[src/rtl/cpu_pkg.sv]
// Shared CPU definitions: instruction field layout, opcodes and fetch FSM encoding.
package cpu_pkg;

  localparam int INSTR_W = 32;
  localparam int IMM_W   = 12;

  localparam int OPC_HI = 31;
  localparam int OPC_LO = 27;
  localparam int IMM_HI = 11;
  localparam int IMM_LO = 0;

  localparam logic [4:0] ADD  = 5'b00000;
  localparam logic [4:0] JUMP = 5'b10010;
  localparam logic [4:0] BLE  = 5'b11000;

  typedef enum logic {
    ST_IDLE = 1'b0,
    ST_WAIT = 1'b1
  } fetch_state_t;

endpackage

[src/rtl/instr_fetch_unit_if.sv]
// Instruction-memory read bus: req/addr from the fetch unit, rdata/valid from memory.
interface instr_fetch_unit_if #(
  parameter int PC_W = 12
);
  import cpu_pkg::*;

  logic               imem_req;
  logic [PC_W-1:0]    imem_addr;
  logic [INSTR_W-1:0] imem_rdata;
  logic               imem_valid;

  modport master (output imem_req, output imem_addr, input imem_rdata, input imem_valid);
  modport slave  (input imem_req, input imem_addr, output imem_rdata, output imem_valid);
endinterface

[src/rtl/instr_fetch_unit_pc_next_calc.sv]
// Combinational next-PC selection: sequential, relative branch, or absolute jump.
module pc_next_calc
  import cpu_pkg::*;
#(
  parameter int PC_W = 12
) (
  input  logic [PC_W-1:0]  pc,
  input  logic [IMM_W-1:0] imm,
  input  logic             branch,
  input  logic             branch_taken,
  input  logic             jump,
  output logic [PC_W-1:0]  next_pc
);

  logic [PC_W-1:0] pc_seq;

  assign pc_seq = pc + PC_W'(1);

  // Jump beats a taken branch; all sums wrap modulo 2^PC_W.
  always_comb begin
    next_pc = pc_seq;
    if (jump)
      next_pc = PC_W'(imm);
    else if (branch && branch_taken)
      next_pc = pc_seq + PC_W'($signed(imm));
  end

endmodule

[src/rtl/instr_fetch_unit.sv]
// Program counter and instruction register; fetches one word per request over the imem bus.
module instr_fetch_unit
  import cpu_pkg::*;
#(
  parameter int               PC_W     = 12,
  parameter logic [PC_W-1:0]  RESET_PC = '0,
  parameter int               TIMEOUT  = 15
) (
  input  logic                clk,
  input  logic                reset,
  input  logic                fetch_start,
  input  logic                pc_update,
  input  logic                Branch,
  input  logic                branch_taken,
  input  logic                Jump,
  instr_fetch_unit_if.master  imem,
  output logic [INSTR_W-1:0]  instruction,
  output logic                fetch_done,
  output logic [PC_W-1:0]     pc,
  output logic                fetch_err
);

  localparam logic [7:0] TIMER_LAST = 8'(TIMEOUT - 1);

  fetch_state_t    state;
  logic            pending;
  logic [7:0]      timer;
  logic [PC_W-1:0] next_pc;

  pc_next_calc #(.PC_W(PC_W)) u_pc_next_calc (
    .pc           (pc),
    .imm          (instruction[IMM_HI:IMM_LO]),
    .branch       (Branch),
    .branch_taken (branch_taken),
    .jump         (Jump),
    .next_pc      (next_pc)
  );

  always_ff @(posedge clk or negedge reset) begin
    if (!reset) begin
      state          <= ST_IDLE;
      pc             <= RESET_PC;
      instruction    <= '0;
      imem.imem_req  <= 1'b0;
      imem.imem_addr <= '0;
      fetch_done     <= 1'b0;
      fetch_err      <= 1'b0;
      pending        <= 1'b0;
      timer          <= '0;
    end else begin
      fetch_done <= 1'b0;
      fetch_err  <= 1'b0;
      case (state)
        ST_IDLE: begin
          // A commit colliding with a fetch request defers the fetch so it uses the new PC.
          if (pc_update) begin
            pc <= next_pc;
            if (fetch_start)
              pending <= 1'b1;
          end else if (fetch_start || pending) begin
            imem.imem_req  <= 1'b1;
            imem.imem_addr <= pc;
            timer          <= '0;
            pending        <= 1'b0;
            state          <= ST_WAIT;
          end
        end
        ST_WAIT: begin
          if (pc_update)
            fetch_err <= 1'b1;
          if (imem.imem_valid) begin
            instruction   <= imem.imem_rdata;
            imem.imem_req <= 1'b0;
            fetch_done    <= 1'b1;
            state         <= ST_IDLE;
          end else if (timer == TIMER_LAST) begin
            imem.imem_req <= 1'b0;
            fetch_err     <= 1'b1;
            state         <= ST_IDLE;
          end else begin
            timer <= timer + 8'd1;
          end
        end
        default: state <= ST_IDLE;
      endcase
    end
  end

endmodule

[src/flat_wrapper.sv]
// flat-port wrapper written by rule: the top's interface ports become plain ports
module instr_fetch_unit_flat import cpu_pkg::*;
#(
  parameter int               PC_W     = 12,
  parameter logic [PC_W-1:0]  RESET_PC = '0,
  parameter int               TIMEOUT  = 15
)
  (clk, reset, fetch_start, pc_update, Branch, branch_taken, Jump, instruction, fetch_done, pc, fetch_err, imem_imem_req, imem_imem_addr, imem_imem_rdata, imem_imem_valid);
  instr_fetch_unit_if #(.PC_W(PC_W)) imem_i ();
  input  logic clk;
  input  logic reset;
  input  logic fetch_start;
  input  logic pc_update;
  input  logic Branch;
  input  logic branch_taken;
  input  logic Jump;
  output logic [INSTR_W-1:0] instruction;
  output logic fetch_done;
  output logic [PC_W-1:0] pc;
  output logic fetch_err;
  output wire logic [$bits(imem_i.imem_req)-1:0] imem_imem_req;
  output wire logic [$bits(imem_i.imem_addr)-1:0] imem_imem_addr;
  input wire logic [$bits(imem_i.imem_rdata)-1:0] imem_imem_rdata;
  input wire logic [$bits(imem_i.imem_valid)-1:0] imem_imem_valid;
  assign imem_imem_req = imem_i.imem_req;
  assign imem_imem_addr = imem_i.imem_addr;
  assign imem_i.imem_rdata = imem_imem_rdata;
  assign imem_i.imem_valid = imem_imem_valid;
  instr_fetch_unit #(.PC_W(PC_W), .RESET_PC(RESET_PC), .TIMEOUT(TIMEOUT)) u_core (.clk(clk), .reset(reset), .fetch_start(fetch_start), .pc_update(pc_update), .Branch(Branch), .branch_taken(branch_taken), .Jump(Jump), .imem(imem_i), .instruction(instruction), .fetch_done(fetch_done), .pc(pc), .fetch_err(fetch_err));
endmodule
[config.mk]
export PLATFORM = sky130hd
export DESIGN_NAME = instr_fetch_unit_flat
export DESIGN_NICKNAME = d
export VERILOG_FILES = /design/src/rtl/cpu_pkg.sv /design/src/rtl/instr_fetch_unit_if.sv /design/src/rtl/instr_fetch_unit_pc_next_calc.sv /design/src/rtl/instr_fetch_unit.sv /design/src/flat_wrapper.sv
export SDC_FILE = /design/constraint.sdc
export NUM_CORES = 1
export LEC_CHECK = 0
export ABC_CLOCK_PERIOD_IN_PS = 3800
export BUFFER_PORTS_ARGS = -buffer_cell sky130_fd_sc_hd__buf_4
export CAP_MARGIN = 30
export CORE_MARGIN = 8
export CORE_UTILIZATION = 45
export DETAILED_ROUTE_END_ITERATION = 8
export PLACE_DENSITY = 0.77
export SLEW_MARGIN = 25
export SYNTH_ARGS = -nofsm -noshare
export SYNTH_HDL_FRONTEND = slang
export SYNTH_SLANG_ARGS = --single-unit
[constraint.sdc]
create_clock -name clk -period 3.8 [get_ports clk]
set_input_delay 0.76 -clock clk [delete_from_list [all_inputs] [get_ports clk]]
set_output_delay 0.76 -clock clk [all_outputs]
set_load 0.005 [all_outputs]
; Word level (Yosys, flattened, before mapping)
; Cells that the tools add are included.
[totals]
out_inout_bits = 59
inputBits = 40
wordCells = 56
ff_bits = 69
[op_classes]
reduce_logical = 9
n_addsub = 3
mux = 26
n_eq_ne = 7
n_bitwise = 2
[op_table]
columns = operator, count
row1 = $mux 8, 4
row2 = $mux 12, 2
row3 = $mux 1, 17
row4 = $pmux 8 s2, 1
row5 = $add 12x1->12 const B, 1
row6 = $add 12x12->12, 1
row7 = $reduce_and 3->1, 3
row8 = $add 8x1->8 const B, 1
row9 = $eq 8x4->1 const B, 1
row10 = $ne 2x2->1 const B, 4
row11 = $pmux 1 s2, 2
row12 = $reduce_and 2->1, 2
row13 = $reduce_and 4->1, 1
row14 = $ne 3x3->1 const B, 1
row15 = $ne 2x1->1 const B, 1
row16 = $not 1->1, 2
row17 = $reduce_bool 2->1, 1
row18 = $logic_and 1x1->1, 1
row19 = $logic_or 1x1->1, 1

; Logic depth before layout (Yosys ltp)
[logic_depth]
word_depth = 4
mapped_depth = 14
mapped_depth_nobuf = 14

; By module
; From an unflattened synthesis, not the netlist that was laid out.
[hier_totals]
cells_unflattened = 332
area_unflattened_um2 = 3793.6
[modules_own_cells]
columns = mod, n_inst, area_per_inst_um2, cells_per_inst
row1 = instr_fetch_unit, 1, 2761.4, 185
row2 = pc_next_calc, 1, 1032.2, 147

; Worst setup path before layout
; No wires, ideal clock.
[synth_timing]
path_type = register -> register
startpoint = register u_core.pc[0]
endpoint = register u_core.pc[11]
stages_incl_launch_ff = 14
setup_slack_ps = 942
required_ps = 3672
setup_time_ps = 128
synth_period_minus_slack_ps = 2858
t_arrival_ps = 2730
path_cell_list = dfrtp_1 ha_1 and3_1 and3_1 nand3_1 xnor2_1 ha_1 nand2_1 or4_1 o21ai_0 nor2_1 xor2_1 mux2i_1 nand3_1
[synth_via]
elab_chain_len = 4
[synth_lines]
columns = item, line_no
row1 = start: declaration, instr_fetch_unit.sv:19  ; output logic [PC_W-1:0] pc,
row2 = start signal: assignment, instr_fetch_unit.sv:57  ; pc <= next_pc;
row3 = $add 12x1->12 *, instr_fetch_unit_pc_next_calc.sv:17  ; assign pc_seq = pc + PC_W'(1);
row4 = $add 12x12->12, instr_fetch_unit_pc_next_calc.sv:25  ; next_pc = pc_seq + PC_W'($signed(imm));
row5 = $mux 12 *, instr_fetch_unit_pc_next_calc.sv:24  ; else if (branch && branch_taken)
row6 = $mux 12 *, instr_fetch_unit_pc_next_calc.sv:22  ; if (jump)
; Mark *: on every way between the ends. The rest lies on a longest branch, timed or not.
; A chain may end at the register's enable or synchronous reset.

; Final worst setup path
; Ends and elaborated chain as after synthesis.

==> flow_summary.json <==
{
  "status": "finished, final reports clean",
  "ir_worst_vdd_uv": 421,
  "worstSetupStartpointType": "register",
  "place_hpwl_um": 6650,
  "clock_skew_ns": 0.0102,
  "syn_area_per_cell_um2": 11.0,
  "end_kind": "register",
  "numPortBuffers": 98,
  "syn-cell-area_mm2": 0.00362,
  "drtAntennaViolNets": 0,
  "p_int_w": 0.00238,
  "syn2layout_area_growth_pct": 29.7,
  "routabilityCongestion": 0.892,
  "dieHeight_um": 106,
  "required_ns": 4.03,
  "switchingPower_w": 0.00138,
  "grt_pass1_wl_um": 14800,
  "rows": 32,
  "grt_use_total_pct": 16.4,
  "timing.fmax_ghz": 0.317,
  "setup_viol": 0,
  "clk_pin_slew_worst_paths_ns": 0.07,
  "cts_resized": 0,
  "p_per_area_mw_per_mm2": 801,
  "synthFlopType": "dfrtp_1",
  "clk_path_buf_depth": 2,
  "cpPeakStageDelay_ns": 0.45,
  "ys_types": 50,
  "hp-class": "input port to async pin",
  "io_pins": 99,
  "finalCritPeriodShare_pct": 83.0,
  "start_util_pct": 46.6,
  "cts_root_buffer": "clkbuf_8",
  "syn_inst": 329,
  "core_mm2": 0.00777,
  "maxSlewViolCount": 0,
  "worstMarginPinSlew_ns": 0.706,
  "rsz0062_at_grt": "no",
  "pwr-share-clk_pct": 19.1,
  "netSwitchingFraction_pct": 36.7,
  "fin_cells": 534,
  "fin_nets": 486,
  "path_class": "register to register",
  "synth-edff-count": 0,
  "critPathSlowestCell": "dfrtp_1",
  "cts_tree": "built",
  "hold_buffers": 0,
  "clock_sinks": 69,
  "post-route-min-period_ns": 3.15,
  "async_flop_share_pct": 100,
  "r2r_slack_ns": 0.65,
  "grt_max_degree": 70,
  "clk_latency_ns": 0.36,
  "drive_gt1_share_pct": 39.1,
  "cts_setup_buffers": 0,
  "drtIter0Drc": 127,
  "antenna_cells": 0,
  "maxCapViolations": 0,
  "path_cells": "ha_1 -> and3_1 -> nand2_1 -> nor3_1 -> xnor2_1 -> ha_1 -> a21oi_1 -> o21a_1 -> o31ai_1 -> a41o_1 -> nor2_1 -> xor2_1 -> mux2i_1 -> nand3_1",
  "crit_top_cell": "ha_1",
  "multi_input_area_mm2": 0.00180,
  "via_per_inst": 5.42,
  "critPathArrivalTime_ns": 3.38,
  "ys_seq_elements": 69,
  "regArea_mm2": 0.00173,
  "drt_pre_antenna_iters": 4,
  "r2r_cells": 14,
  "setup_tns_ns": 0,
  "slew_headroom_pct": 52.9,
  "cts_max_level": 3,
  "final_cell_mix": "buf_4 (100), dfrtp_1 (69), mux2_2 (43), nand2_1 (26), nor2_1 (26)",
  "drcViolationCount": 0,
  "wl_per_cell_um": 17.0,
  "power_frac_comb_pct": 45.8,
  "vias": 2892,
  "p_leak_nw": 2.20,
  "fillers": 685,
  "whs_ns": 0.260,
  "hold_violations": 0,
  "antenna_found_initial": 0,
  "dieArea_mm2": 0.0112,
  "numCtsBuffers": 9,
  "ys_seq_area_share_pct": 47.7,
  "die_w_um": 106,
  "layout_commonest_cell": "buf_4",
  "timing.rr.start": "u_core.pc[0]",
  "ys_warn_count": 0,
  "placedCellCount": 518,
  "gr-total-overflow": 0,
  "grt_pass1_vias": 3023,
  "cp_max_fo": 7,
  "r2r_end": "u_core.pc[11]",
  "totalWireLength_um": 9080,
  "synth_nets": 387,
  "power.share.sequential_pct": 35.0
}
-- worst max-delay path: cells and delay by family (launching register included) --
family	cells	cell delay (ns)
AND/OR/NAND/NOR	5	0.76
multiplexers	1	0.20
XOR/XNOR	2	0.37
flip-flops	1	0.45
adder cells (fa/ha/maj)	2	0.51
AO/OA/AOI/OAI	4	0.73
-- layout make-up --
class                      instances  share of cell area, %
timing repair buffer             101                   16.6
tap                              102                   2.72
inverter                           9                  0.719
sequential                        69                   36.8
clock buffer                       9                   2.64
clock inverter                     6                   2.37
multi-input combinational        238                   38.2
-- power by group through the flow --
stage	registers [W]	clock network [W]	logic, W
2_1_floorplan	0.00127	0	0.00105
3_3_place_gp	0.00131	0	0.00168
3_5_place_dp	0.00133	0	0.00172
4_1_cts	0.00132	0.000733	0.00174
5_1_grt	0.00137	0.000771	0.00191
6_report	0.00132	0.000720	0.00172
-- worst max path at each step --
stage | start | end | slack (ns) | cells after the start
floorplan | u_core.pc[0] | u_core.pc[11] | 0.94 | 13
global placement | u_core.pc[0] | u_core.pc[11] | 0.81 | 14
detailed placement | u_core.pc[0] | u_core.pc[11] | 0.68 | 13
CTS | u_core.pc[0] | u_core.pc[11] | 0.66 | 13
global route | u_core.pc[0] | u_core.pc[11] | 0.42 | 14
finish | u_core.pc[0] | u_core.pc[11] | 0.65 | 14
-- per-layer routing --
layer  up-vias  global-route usage (%)  part of all wire [%]
met2        89                    27.4                    50
met3        20                    5.60                   6.9
met5         -                       0                     0
met4         0                    7.14                   2.4
met1      1411                    18.7                    41
li1       1372                       -                     -
-- stage by stage --
stage / instance area (µm²) / power, W / utilization (%) / worst slack [ns]
floorplan: 3620 / 0.00232 / - / 0.942
global placement: 4430 / 0.00299 / 57.1 / 0.812
detailed placement: 4430 / 0.00305 / 57.1 / 0.683
CTS: 4670 / 0.00379 / 60.1 / 0.656
global route: 4700 / 0.00405 / 60.5 / 0.424
finish: 4700 / 0.00376 / 60.5 / 0.645
-- synthesized netlist by cell type, drive strengths merged (2+ instances only) --
cell type | n | area [µm²]
and3 | 4 | 26.3
o21ai | 17 | 85.1
xor2 | 13 | 114
nand3 | 9 | 45.0
a21oi | 15 | 82.6
o211ai | 4 | 30.0
nand3b | 2 | 18.8
nor2b | 4 | 25.0
buf | 5 | 26.3
mux2 | 43 | 484
nor2 | 26 | 97.6
nor3 | 5 | 36.3
nand2 | 26 | 97.6
o22ai | 2 | 12.5
clkbuf | 8 | 40.0
dfrtp | 69 | 1730
a31oi | 3 | 18.8
or3 | 3 | 26.3
o31ai | 3 | 22.5
inv | 9 | 33.8
or4 | 2 | 15.0
xnor2 | 9 | 78.8
o21a | 2 | 15.0
a21o | 4 | 30.0
ha | 17 | 213
mux2i | 2 | 20.0
nand4 | 5 | 46.3
a211oi | 6 | 45.0
-- sequential cells by signal, indices dropped and copies added, names as in the netlist --
register / count
u_core.instruction: 32
u_core.pending: 1
u_core.fetch_err: 1
u_core.timer: 8
u_core.pc: 12
u_core.imem.imem_addr: 12
u_core.state: 1
u_core.fetch_done: 1
u_core.imem.imem_req: 1
-- logic make-up (layout without fill, tap and decap cells) --
family / after synthesis / count (layout) / synth area share (%)
adder cells (fa/ha/maj): 18 / 18 / 6.42
XOR/XNOR: 22 / 22 / 5.32
buffers and inverters: 22 / 125 / 2.76
AO/OA/AOI/OAI: 63 / 63 / 11.1
flip-flops: 69 / 69 / 47.7
AND/OR/NAND/NOR: 90 / 90 / 12.8
multiplexers: 45 / 45 / 13.9
(Power assumes the default switching activity.)
